$ cat config.mk
export PLATFORM = sky130hd
export DESIGN_NAME = r22sdf_reorder_flat
export DESIGN_NICKNAME = d
export VERILOG_FILES = /design/src/rtl/r22sdf_reorder_pkg.sv /design/src/rtl/r22sdf_reorder_if.sv /design/src/rtl/r22sdf_reorder_bank.sv /design/src/rtl/r22sdf_reorder.sv /design/src/flat_wrapper.sv
export SDC_FILE = /design/constraint.sdc
export NUM_CORES = 2
export LEC_CHECK = 0
export CELL_PAD_IN_SITES_DETAIL_PLACEMENT = 2
export CELL_PAD_IN_SITES_GLOBAL_PLACEMENT = 2
export CORE_ASPECT_RATIO = 1.1
export CORE_MARGIN = 5
export CORE_UTILIZATION = 51
export DETAILED_ROUTE_END_ITERATION = 12
export GPL_ROUTABILITY_DRIVEN = 0
export HOLD_SLACK_MARGIN = 0.05
export MAX_ROUTING_LAYER = met4
export PLACE_DENSITY_LB_ADDON = 0.1
export SYNTH_ARGS = -nofsm -noshare
export SYNTH_HDL_FRONTEND = slang
export SYNTH_SLANG_ARGS = --single-unit
$ cat constraint.sdc
create_clock -name clk -period 9 [get_ports clk]
set_clock_uncertainty 0.05 [all_clocks]
set_input_delay 0.9 -clock clk [delete_from_list [all_inputs] [get_ports clk]]
set_output_delay 0.9 -clock clk [all_outputs]
set_load 0.01 [all_outputs]
$ cat src/rtl/r22sdf_reorder_pkg.sv
// Shared types for the R22SDF output reorder buffer: complex sample type,
// read-side FSM state encoding and the bit-reversal helper.
package R22SdfDefines;

  localparam int CPLX_W    = 16;
  localparam int MAX_LOG2N = 16;

  typedef struct packed {
    logic signed [CPLX_W-1:0] re;
    logic signed [CPLX_W-1:0] im;
  } Cplx_t;

  typedef enum logic [1:0] {IDLE, FETCH, SHOW} RdState_t;

  // Reverse the low w bits of v; bits above w come back as zero.
  function automatic logic [MAX_LOG2N-1:0] bitrev(input logic [MAX_LOG2N-1:0] v, input int w);
    logic [MAX_LOG2N-1:0] rev;
    rev = {<<{v}};
    return rev >> (MAX_LOG2N - w);
  endfunction

endpackage

$ cat src/rtl/r22sdf_reorder_if.sv
// Stream bundle around the reorder buffer: bit-reversed input stream in,
// natural-order output stream out. With R22SDF_REORDER_SOP_EOP_EN defined the
// bundle also carries out_sop/out_eop frame markers.
//
// Handshake: a sample moves on a rising clk edge exactly when valid & ready
// are both high. A source must hold valid and its payload stable until that
// edge; ready may change freely and never depends combinationally on valid.
interface r22sdf_reorder_if #(parameter int LOG2N = 6);
  import R22SdfDefines::*;

  logic             in_valid;
  logic             in_ready;
  logic             in_sof;
  Cplx_t            in_data;
  logic             out_valid;
  logic             out_ready;
  Cplx_t            out_data;
  logic [LOG2N-1:0] out_index;
`ifdef R22SDF_REORDER_SOP_EOP_EN
  logic             out_sop;
  logic             out_eop;

  modport master (output in_valid, in_sof, in_data, out_ready,
                  input  in_ready, out_valid, out_data, out_index, out_sop, out_eop);
  modport slave  (input  in_valid, in_sof, in_data, out_ready,
                  output in_ready, out_valid, out_data, out_index, out_sop, out_eop);
`else
  modport master (output in_valid, in_sof, in_data, out_ready,
                  input  in_ready, out_valid, out_data, out_index);
  modport slave  (input  in_valid, in_sof, in_data, out_ready,
                  output in_ready, out_valid, out_data, out_index);
`endif

endinterface

$ cat src/rtl/r22sdf_reorder_bank.sv
// Simple dual-port sample RAM: one write port, one registered read port.
// The read register only loads when re_i is high, so it doubles as the
// held output register of the reorder buffer.
module r22sdf_reorder_bank
  import R22SdfDefines::*;
#(
  parameter int AW = 7
) (
  input  logic          clk,
  input  logic          rst,
  input  logic          we_i,
  input  logic [AW-1:0] waddr_i,
  input  Cplx_t         wdata_i,
  input  logic          re_i,
  input  logic [AW-1:0] raddr_i,
  output Cplx_t         rdata_o
);

  Cplx_t mem [0:(1<<AW)-1];
  Cplx_t rdata_q;

  // Write port: storage carries no reset, contents are only trusted once written.
  always_ff @(posedge clk) begin
    if (we_i) mem[waddr_i] <= wdata_i;
  end

  // Read port: loads on demand, holds otherwise, clears on reset.
  always_ff @(posedge clk or posedge rst) begin
    if (rst)       rdata_q <= '0;
    else if (re_i) rdata_q <= mem[raddr_i];
  end

  assign rdata_o = rdata_q;

endmodule

$ cat src/rtl/r22sdf_reorder.sv
// R22SDF output reorder buffer. Frames arrive in bit-reversed order and are
// written to a ping-pong RAM at bit-reversed addresses; the read side streams
// each completed frame out in natural order 0..N-1.
// Optional feature macro: R22SDF_REORDER_SOP_EOP_EN adds out_sop/out_eop.
// Both ping-pong banks live in one RAM of depth 2N with the bank bit as MSB.
module r22sdf_reorder
  import R22SdfDefines::*;
#(
  parameter int LOG2N = 6
) (
  input  logic                 clk,
  input  logic                 rst,
  r22sdf_reorder_if.slave      bus,
  output RdState_t             dbg_state_o
);

  localparam int               N    = 1 << LOG2N;
  localparam logic [LOG2N-1:0] LAST = LOG2N'(N - 1);

  // Write side
  logic             ready_en_q;
  logic [1:0]       full_q, full_d;
  logic             wbank_q, wbank_d;
  logic [LOG2N-1:0] wcnt_q, wcnt_d;
  logic [LOG2N-1:0] wpos, waddr;
  logic             wr_en, set_full;

  // Read side
  RdState_t         state_q, state_d;
  logic             rbank_q, rbank_d;
  logic [LOG2N-1:0] rcnt_q, rcnt_d;
  logic [LOG2N-1:0] rd_idx;
  logic             rd_en, clr_full;
  Cplx_t            rdata;

  // in_ready is held low through reset and for the first edge after it.
  assign bus.in_ready = ready_en_q & ~full_q[wbank_q];
  assign wr_en        = bus.in_valid & bus.in_ready;

  // Write address generation; in_sof restarts the frame at position 0.
  always_comb begin
    wpos     = bus.in_sof ? '0 : wcnt_q;
    waddr    = LOG2N'(bitrev(MAX_LOG2N'(wpos), LOG2N));
    set_full = 1'b0;
    wcnt_d   = wcnt_q;
    wbank_d  = wbank_q;
    if (wr_en) begin
      if (wpos == LAST) begin
        set_full = 1'b1;
        wcnt_d   = '0;
        wbank_d  = ~wbank_q;
      end else begin
        wcnt_d   = wpos + 1'b1;
      end
    end
  end

  // Bank-full flags; writer and reader always touch different banks.
  always_comb begin
    full_d = full_q;
    if (set_full) full_d[wbank_q] = 1'b1;
    if (clr_full) full_d[rbank_q] = 1'b0;
  end

  // Write-side state registers.
  always_ff @(posedge clk or posedge rst) begin
    if (rst) begin
      ready_en_q <= 1'b0;
      full_q     <= '0;
      wbank_q    <= 1'b0;
      wcnt_q     <= '0;
    end else begin
      ready_en_q <= 1'b1;
      full_q     <= full_d;
      wbank_q    <= wbank_d;
      wcnt_q     <= wcnt_d;
    end
  end

  // Read FSM state register.
  always_ff @(posedge clk or posedge rst) begin
    if (rst) begin
      state_q <= IDLE;
      rbank_q <= 1'b0;
      rcnt_q  <= '0;
    end else begin
      state_q <= state_d;
      rbank_q <= rbank_d;
      rcnt_q  <= rcnt_d;
    end
  end

  // Read FSM next state.
  always_comb begin
    state_d = state_q;
    case (state_q)
      IDLE:    if (full_q[rbank_q]) state_d = FETCH;
      FETCH:   state_d = SHOW;
      SHOW:    if (bus.out_ready && rcnt_q == LAST) state_d = full_q[~rbank_q] ? FETCH : IDLE;
      default: state_d = IDLE;
    endcase
  end

  // Read FSM outputs: RAM read requests, counter/bank advance, bank release.
  // A read is issued on every edge that must change the shown sample, so a
  // ready sink sees one sample per clock with no bubble inside a frame.
  always_comb begin
    rd_en    = 1'b0;
    rd_idx   = rcnt_q;
    rcnt_d   = rcnt_q;
    rbank_d  = rbank_q;
    clr_full = 1'b0;
    case (state_q)
      IDLE: begin
        if (full_q[rbank_q]) begin
          rd_en  = 1'b1;
          rd_idx = '0;
        end
      end
      SHOW: begin
        if (bus.out_ready) begin
          if (rcnt_q != LAST) begin
            rcnt_d = rcnt_q + 1'b1;
            rd_en  = 1'b1;
            rd_idx = rcnt_d;
          end else begin
            clr_full = 1'b1;
            rbank_d  = ~rbank_q;
            rcnt_d   = '0;
            if (full_q[~rbank_q]) begin
              rd_en  = 1'b1;
              rd_idx = '0;
            end
          end
        end
      end
      default: ;
    endcase
  end

  r22sdf_reorder_bank #(.AW(LOG2N + 1)) u_bank (
    .clk     (clk),
    .rst     (rst),
    .we_i    (wr_en),
    .waddr_i ({wbank_q, waddr}),
    .wdata_i (bus.in_data),
    .re_i    (rd_en),
    .raddr_i ({rbank_d, rd_idx}),
    .rdata_o (rdata)
  );

  assign bus.out_valid = (state_q == SHOW);
  assign bus.out_index = rcnt_q;
  assign bus.out_data  = rdata;
  assign dbg_state_o   = state_q;

`ifdef R22SDF_REORDER_SOP_EOP_EN
  logic sop_q, eop_q;

  // Frame markers load together with the RAM read so they track out_data.
  always_ff @(posedge clk or posedge rst) begin
    if (rst) begin
      sop_q <= 1'b0;
      eop_q <= 1'b0;
    end else if (rd_en) begin
      sop_q <= (rd_idx == '0);
      eop_q <= (rd_idx == LAST);
    end
  end

  assign bus.out_sop = sop_q;
  assign bus.out_eop = eop_q;
`endif

endmodule
$ cat src/flat_wrapper.sv
// flat-port wrapper written by rule: the top's interface ports become plain ports
module r22sdf_reorder_flat import R22SdfDefines::*;
#(
  parameter int LOG2N = 6
)
  (clk, rst, dbg_state_o, bus_in_valid, bus_in_sof, bus_in_data, bus_out_ready, bus_in_ready, bus_out_valid, bus_out_data, bus_out_index);
  r22sdf_reorder_if #(.LOG2N(LOG2N)) bus_i ();
  input  logic clk;
  input  logic rst;
  output RdState_t dbg_state_o;
  input wire logic [$bits(bus_i.in_valid)-1:0] bus_in_valid;
  input wire logic [$bits(bus_i.in_sof)-1:0] bus_in_sof;
  input wire logic [$bits(bus_i.in_data)-1:0] bus_in_data;
  input wire logic [$bits(bus_i.out_ready)-1:0] bus_out_ready;
  output wire logic [$bits(bus_i.in_ready)-1:0] bus_in_ready;
  output wire logic [$bits(bus_i.out_valid)-1:0] bus_out_valid;
  output wire logic [$bits(bus_i.out_data)-1:0] bus_out_data;
  output wire logic [$bits(bus_i.out_index)-1:0] bus_out_index;
  assign bus_i.in_valid = bus_in_valid;
  assign bus_i.in_sof = bus_in_sof;
  assign bus_i.in_data = bus_in_data;
  assign bus_i.out_ready = bus_out_ready;
  assign bus_in_ready = bus_i.in_ready;
  assign bus_out_valid = bus_i.out_valid;
  assign bus_out_data = bus_i.out_data;
  assign bus_out_index = bus_i.out_index;
  r22sdf_reorder #(.LOG2N(LOG2N)) u_core (.clk(clk), .rst(rst), .bus(bus_i), .dbg_state_o(dbg_state_o));
endmodule
==> results of run 1 <==
==> cells by family after synthesis <==
kind of cell	after synthesis	share of synthesized area, %
AOI/OAI and AO/OA	1483	6.37
adders and majority gates	2	0.0155
and+or+nand+nor	3347	8.86
buffers and inverters	714	1.97
other	1	0.00232
xor gates and xnor gates	5	0.0271
muxes	556	5.92
DFF	4147	76.8
==> through the flow <==
stage          setup WS [ns]  cells  hold slack, ns  area [um2]
2_1_floorplan           5.24  10300           0.446      162000
3_3_place_gp           0.927  14200           0.439      169000
==> results.md, run 1 <==
- The die outline height is 601 um.
- After synthesis, the mean cell area works out to 15.8 um2.
- The flow did not finish.
- 79 I/O pins were placed.
- Row generation in the floorplan step produced 216 rows.
- The library cell occupying the most area in the post-synthesis netlist is edfxtp_1.
- By area the synthesized netlist is led by edfxtp_1 (76%), nand2_1 (4.9%), mux4_2 (4.4%), nand3_1 (2.3%), mux2i_1 (1.3%).
- The number of buffer cells added on primary ports is 78.
- The share of synthesized area in the top cell type comes to 76.1%.
- The synthesized design contains 4096 enable-type register cells.
- The number of synthesis warnings is 0.
- The half-perimeter wire length after placement is 410000 um.
- The fraction of synthesis flops using an asynchronous set or reset pin is 1.23%.
- In this run, synthesis produced a sequential element count of 4147.
- The first error in the log reads "[ERROR DPL-0033] detailed placement checks failed during check placement".
- The width of the die is 547 um.
- The dominant synthesized flop cell is edfxtp_1.
- Counting instances in the post-synthesis netlist gives the leading cell types as edfxtp_1 (4096), nand2_1 (2093), nand3_1 (752).
- The synthesized netlist contains 75 unique library cells.
- Yosys instantiated no cell more often than edfxtp_1.
- The netlist area before placement is 162000 um2.
- Synthesis produced a netlist with a net count of 10300.
- In the synthesized netlist, the number of instances is 10300.
- The initial core utilization is 51.3%.
- The run ended at detailed placement.
- Sequential elements use 76.8% of the synthesized area.
==> inputs of run 2 (changes only) <==
Settings changed: CELL_PAD_IN_SITES_DETAIL_PLACEMENT 2 to default, CELL_PAD_IN_SITES_GLOBAL_PLACEMENT 2 to default, CORE_ASPECT_RATIO 1.1 to default, CORE_UTILIZATION 51 to 40, HOLD_SLACK_MARGIN 0.05 to default, MAX_ROUTING_LAYER met4 to default, PLACE_DENSITY_LB_ADDON 0.1 to 0.15.
==> run 2 against run 1 <==
Effect of this change: the flow now finishes, with violations (max-capacitance violations, max-slew violations); area after synthesis unchanged; synthesized cell count unchanged.
==> results.md, run 2 <==
- The number of vias per cell after detailed routing is 6.13.
- The register bit count reported by yosys is 4147.
- The post-route standard cell area excluding fillers is 186000 um2.
- The number of instances in the synthesized netlist is 10300.
- Static timing analysis puts the maximum clock frequency at 140 MHz.
- The area growth from synthesis to layout is 14.8%.
- The count of standard-cell rows is 233.
- VDD sags by at most 0.167 mV.
- The number of gates resized after CTS is 0.
- The checks that failed: max-capacitance violations, max-slew violations.
- The number of synthesis warnings is 0.
- In this run the cell area of the synthesized design comes to 162000 um2.
- The kind of capture point of the worst setup path is a register.
- The number of cells on the worst reg-to-reg path is 14.
- For the pin with the worst max-slew slack, the measured transition is 1.55 ns.
- In this run the post-CTS setup repair buffer count came out at 0.
- In this run the remaining antenna-violating nets after routing total 0.
- Ranked by total cell area, the synthesized netlist is headed by edfxtp_1 (76%), nand2_1 (4.9%), mux4_2 (4.4%), nand3_1 (2.3%), mux2i_1 (1.3%).
- The dominant synthesized flop cell is edfxtp_1.
- The worst setup path is launched from a register.
- The minimum clock period after layout is 7.12 ns.
- The analysis attributes to net switching a power of 8.19 mW.
- The initial core utilization is 40.1%.
- The clock input transition at the sequential cells of the worst setup and hold paths is 0.06 ns.
- The net switching share of the total power is 20.4%.
- The total number of nets in the final design is 10500.
- The worst setup path is of the register to register kind.
- The hold violation total from the final report is 0.
- Summed over all instances, the cell type with the most area after synthesis is edfxtp_1.
- The most common library cell in the layout ignoring fill and taps is edfxtp_1.
- In this run the biggest area consumer among cell types represents 76.1% of the synthesized area.
- u_core.u_bank.mem holds more flip-flops than any other register.
- The root buffer cell chosen for the clock tree is clkbuf_16.
- The first global-routing pass estimated 794000 um of wire.
- In the final layout, flip-flops and latches occupy 124000 um2.
- The number of levels the H-tree was split into is 5.
- TritonCTS built the clock tree.
- In this run the tool buffered the top-level ports with 78 buffer cells.
- The number of distinct library cells after synthesis is 75.
- The power share of the sequential group is 53.0%.
- Global routing used 27.2% of the available tracks across all layers.
- STA puts the critical path data required time at 9.82 ns.
- The post-synth net total is 10300.
- For this design the ratio of total power to cell area is 216 nW/um2.
- The flow ran to the end, but the final reports show violations.
- The maximum number of pins on one net before global-route repair is 128.
- In this run the deepest clock path goes through 4 buffers.
- The total overflow left after global routing is 0.
- In the synthesized netlist, the cells that appear most often are edfxtp_1 (4096), nand2_1 (2093), nand3_1 (752).
- The filler cell count in the final layout is 34900.
- The maximum net fanout on the critical path is 42.
- For the worst setup path, the data arrival time is 7.94 ns.
- For this run, asynchronously set or reset flops after synthesis account for 1.23%.
- The share of post-route cells with drive strength above 1 is 14.7%.
- Counting flops with a built-in enable in the synthesized netlist gives 4096.
- Setup repair after global routing left no endpoint under its margin.
- The path class of the tightest hold or removal check is primary input to register.
- The internal power of the cells totals 31.9 mW.
- The post-place instance area is 171000 um2.
- Adding up every negative setup slack in the final design gives 0 ns.
- The routed wire length is 583000 um.
- The die covers 417000 um2.
- The worst hold slack after final layout is 0.342 ns.
- The initial DRC count is 13700.
- In this run the vertical extent of the chip is 646 um.
- The count of final max-slew check failures came to 2.
- In the layout the commonest cells are edfxtp_1 (4096), nand2_1 (2081), nand3_1 (747).
- The initial antenna violation count is 69.
- The part of the total power dissipated in the clock network is 45.8%.
- Dividing the synthesized area by the synthesized cell count gives 15.8 um2.
- The logic gate share of total power is 1.2%.
- The via count of the first global-routing pass was 95000.
- The final critical path takes up 79.1% of the cycle.
- Dividing the detail-routed wire length by the instance count gives 35.8 um.
- The post-route total power is 40.1 mW.
- The instance count along the most critical hold path is 1.
- The core outline area is 403000 um2.
- Max-cap violations in this run came to 1.
- For this design the top-level I/O count stands at 79.
- Summing over every cut layer, the via total after detailed routing is 100000.
- Summing all multi-input logic gate instances after layout gives 35600 um2.
- Setup violations remaining at the end of the flow were counted as 0.
- The DRC violation count after routing is 0.
- The register with the most flip-flops in the layout has 4096 of them.
- The fraction of the yosys area taken by sequential cells is 76.8%.
- The library cell with the highest instance count after synthesis is edfxtp_1.
- The headroom to the max-slew limit is -3.56%.
- For the worst-skew pair, the clock arrives at the later sink with an insertion delay of 1.00 ns.
- The die is 646 um wide.
- The length of the first detailed-routing pass in iterations is 8.
- The standby leakage power is 59.5 nW.
- The clock net in this run drives a total of 4147 sinks.
- The number of clock buffers inserted by TritonCTS is 439.
- The half-perimeter wire length after placement is 323000 um.
- The number of hold buffers added after CTS is 0.
## run 2: cell counts after synthesis
Identical to the previous run, type by type.
## run 2: metrics by stage
step	cells	setup WS (ns)	util (%)
after floorplan	10300	5.24	-
after global placement	15400	1.01	42.4
after detailed placement	15400	1.42	42.4
after CTS	16300	2.13	46.1
after global routing	16300	1.96	46.1
final	16300	1.88	46.1
## run 2: kinds of logic after synthesis
family                     Yosys count  share of synthesized area, %
adders and majority gates            2                        0.0155
other                                1                       0.00232
muxes                              556                          5.92
AOI/OAI and AO/OA                 1483                          6.37
DFF                               4147                          76.8
xor gates and xnor gates             5                        0.0271
and+or+nand+nor                   3347                          8.86
buffers and inverters              714                          1.97
## run 2: final timing paths
check / from / to / slack (ns)
worst max-delay path: u_core.bus.out_index[1]$_DFFE_PP0P_ / u_core.u_bank.rdata_o[9]$_DFFE_PP0P_ / 1.88
worst min register to register: u_core.wcnt_q[5]$_DFFE_PP0P_ / u_core.wcnt_q[5]$_DFFE_PP0P_ / 0.51
worst max register to register: u_core.bus.out_index[1]$_DFFE_PP0P_ / u_core.u_bank.rdata_o[9]$_DFFE_PP0P_ / 1.88
min in group asynchronous: rst / u_core.u_bank.rdata_o[15]$_DFFE_PP0P_ / 0.46
worst min-delay path: bus_in_data[2] / u_core.u_bank.mem[113][2]$_DFFE_PP_ / 0.34
max in group asynchronous: rst / u_core.u_bank.rdata_o[17]$_DFFE_PP0P_ / 6.75
## run 2: layout make-up
| cell class | instances | area share [%] |
|---|---|---|
| Antenna cell | 36 | 0.0485 |
| Timing Repair Buffer | 482 | 2.32 |
| Tap cell | 5405 | 3.64 |
| Clock inverter | 248 | 1.52 |
| Inverter | 18 | 0.0371 |
| Clock buffer | 577 | 6.37 |
| Multi-Input combinational cell | 5394 | 19.1 |
| Sequential cell | 4147 | 66.9 |
## run 2: routing by layer
metal | up-vias | part of all wire (%) | GRT usage [%]
met5 | - | 0.029 | 0
met4 | 24 | 4.7 | 11.2
met3 | 988 | 9.0 | 4.41
met2 | 5438 | 46 | 42.9
met1 | 53000 | 40 | 37.7
li1 | 40600 | - | -
## run 2: power groups by stage
stage | logic [mW] | registers, mW | clock network, mW
after floorplan | 0.0400 | 21.7 | 0
after global placement | 0.456 | 21.7 | 0
after detailed placement | 0.477 | 21.7 | 0
after CTS | 0.478 | 21.3 | 18.6
after global routing | 0.499 | 21.3 | 19.4
final | 0.475 | 21.3 | 18.4
## run 2: critical path: stages (launching register included)
cell      delay, ns
dfrtp_1        0.48
ha_1           0.29
nand2_1        0.24
o21ai_1        0.62
nand3_4        0.61
nand2_4        0.99
buf_12         0.35
buf_4          0.28
buf_4          0.44
a211oi_1       0.14
a31oi_1        0.26
o22ai_1        0.11
o22ai_1        0.99
nand4_1        0.77
nand3_1        0.28
Note: power is estimated with default switching activity, not from simulation.
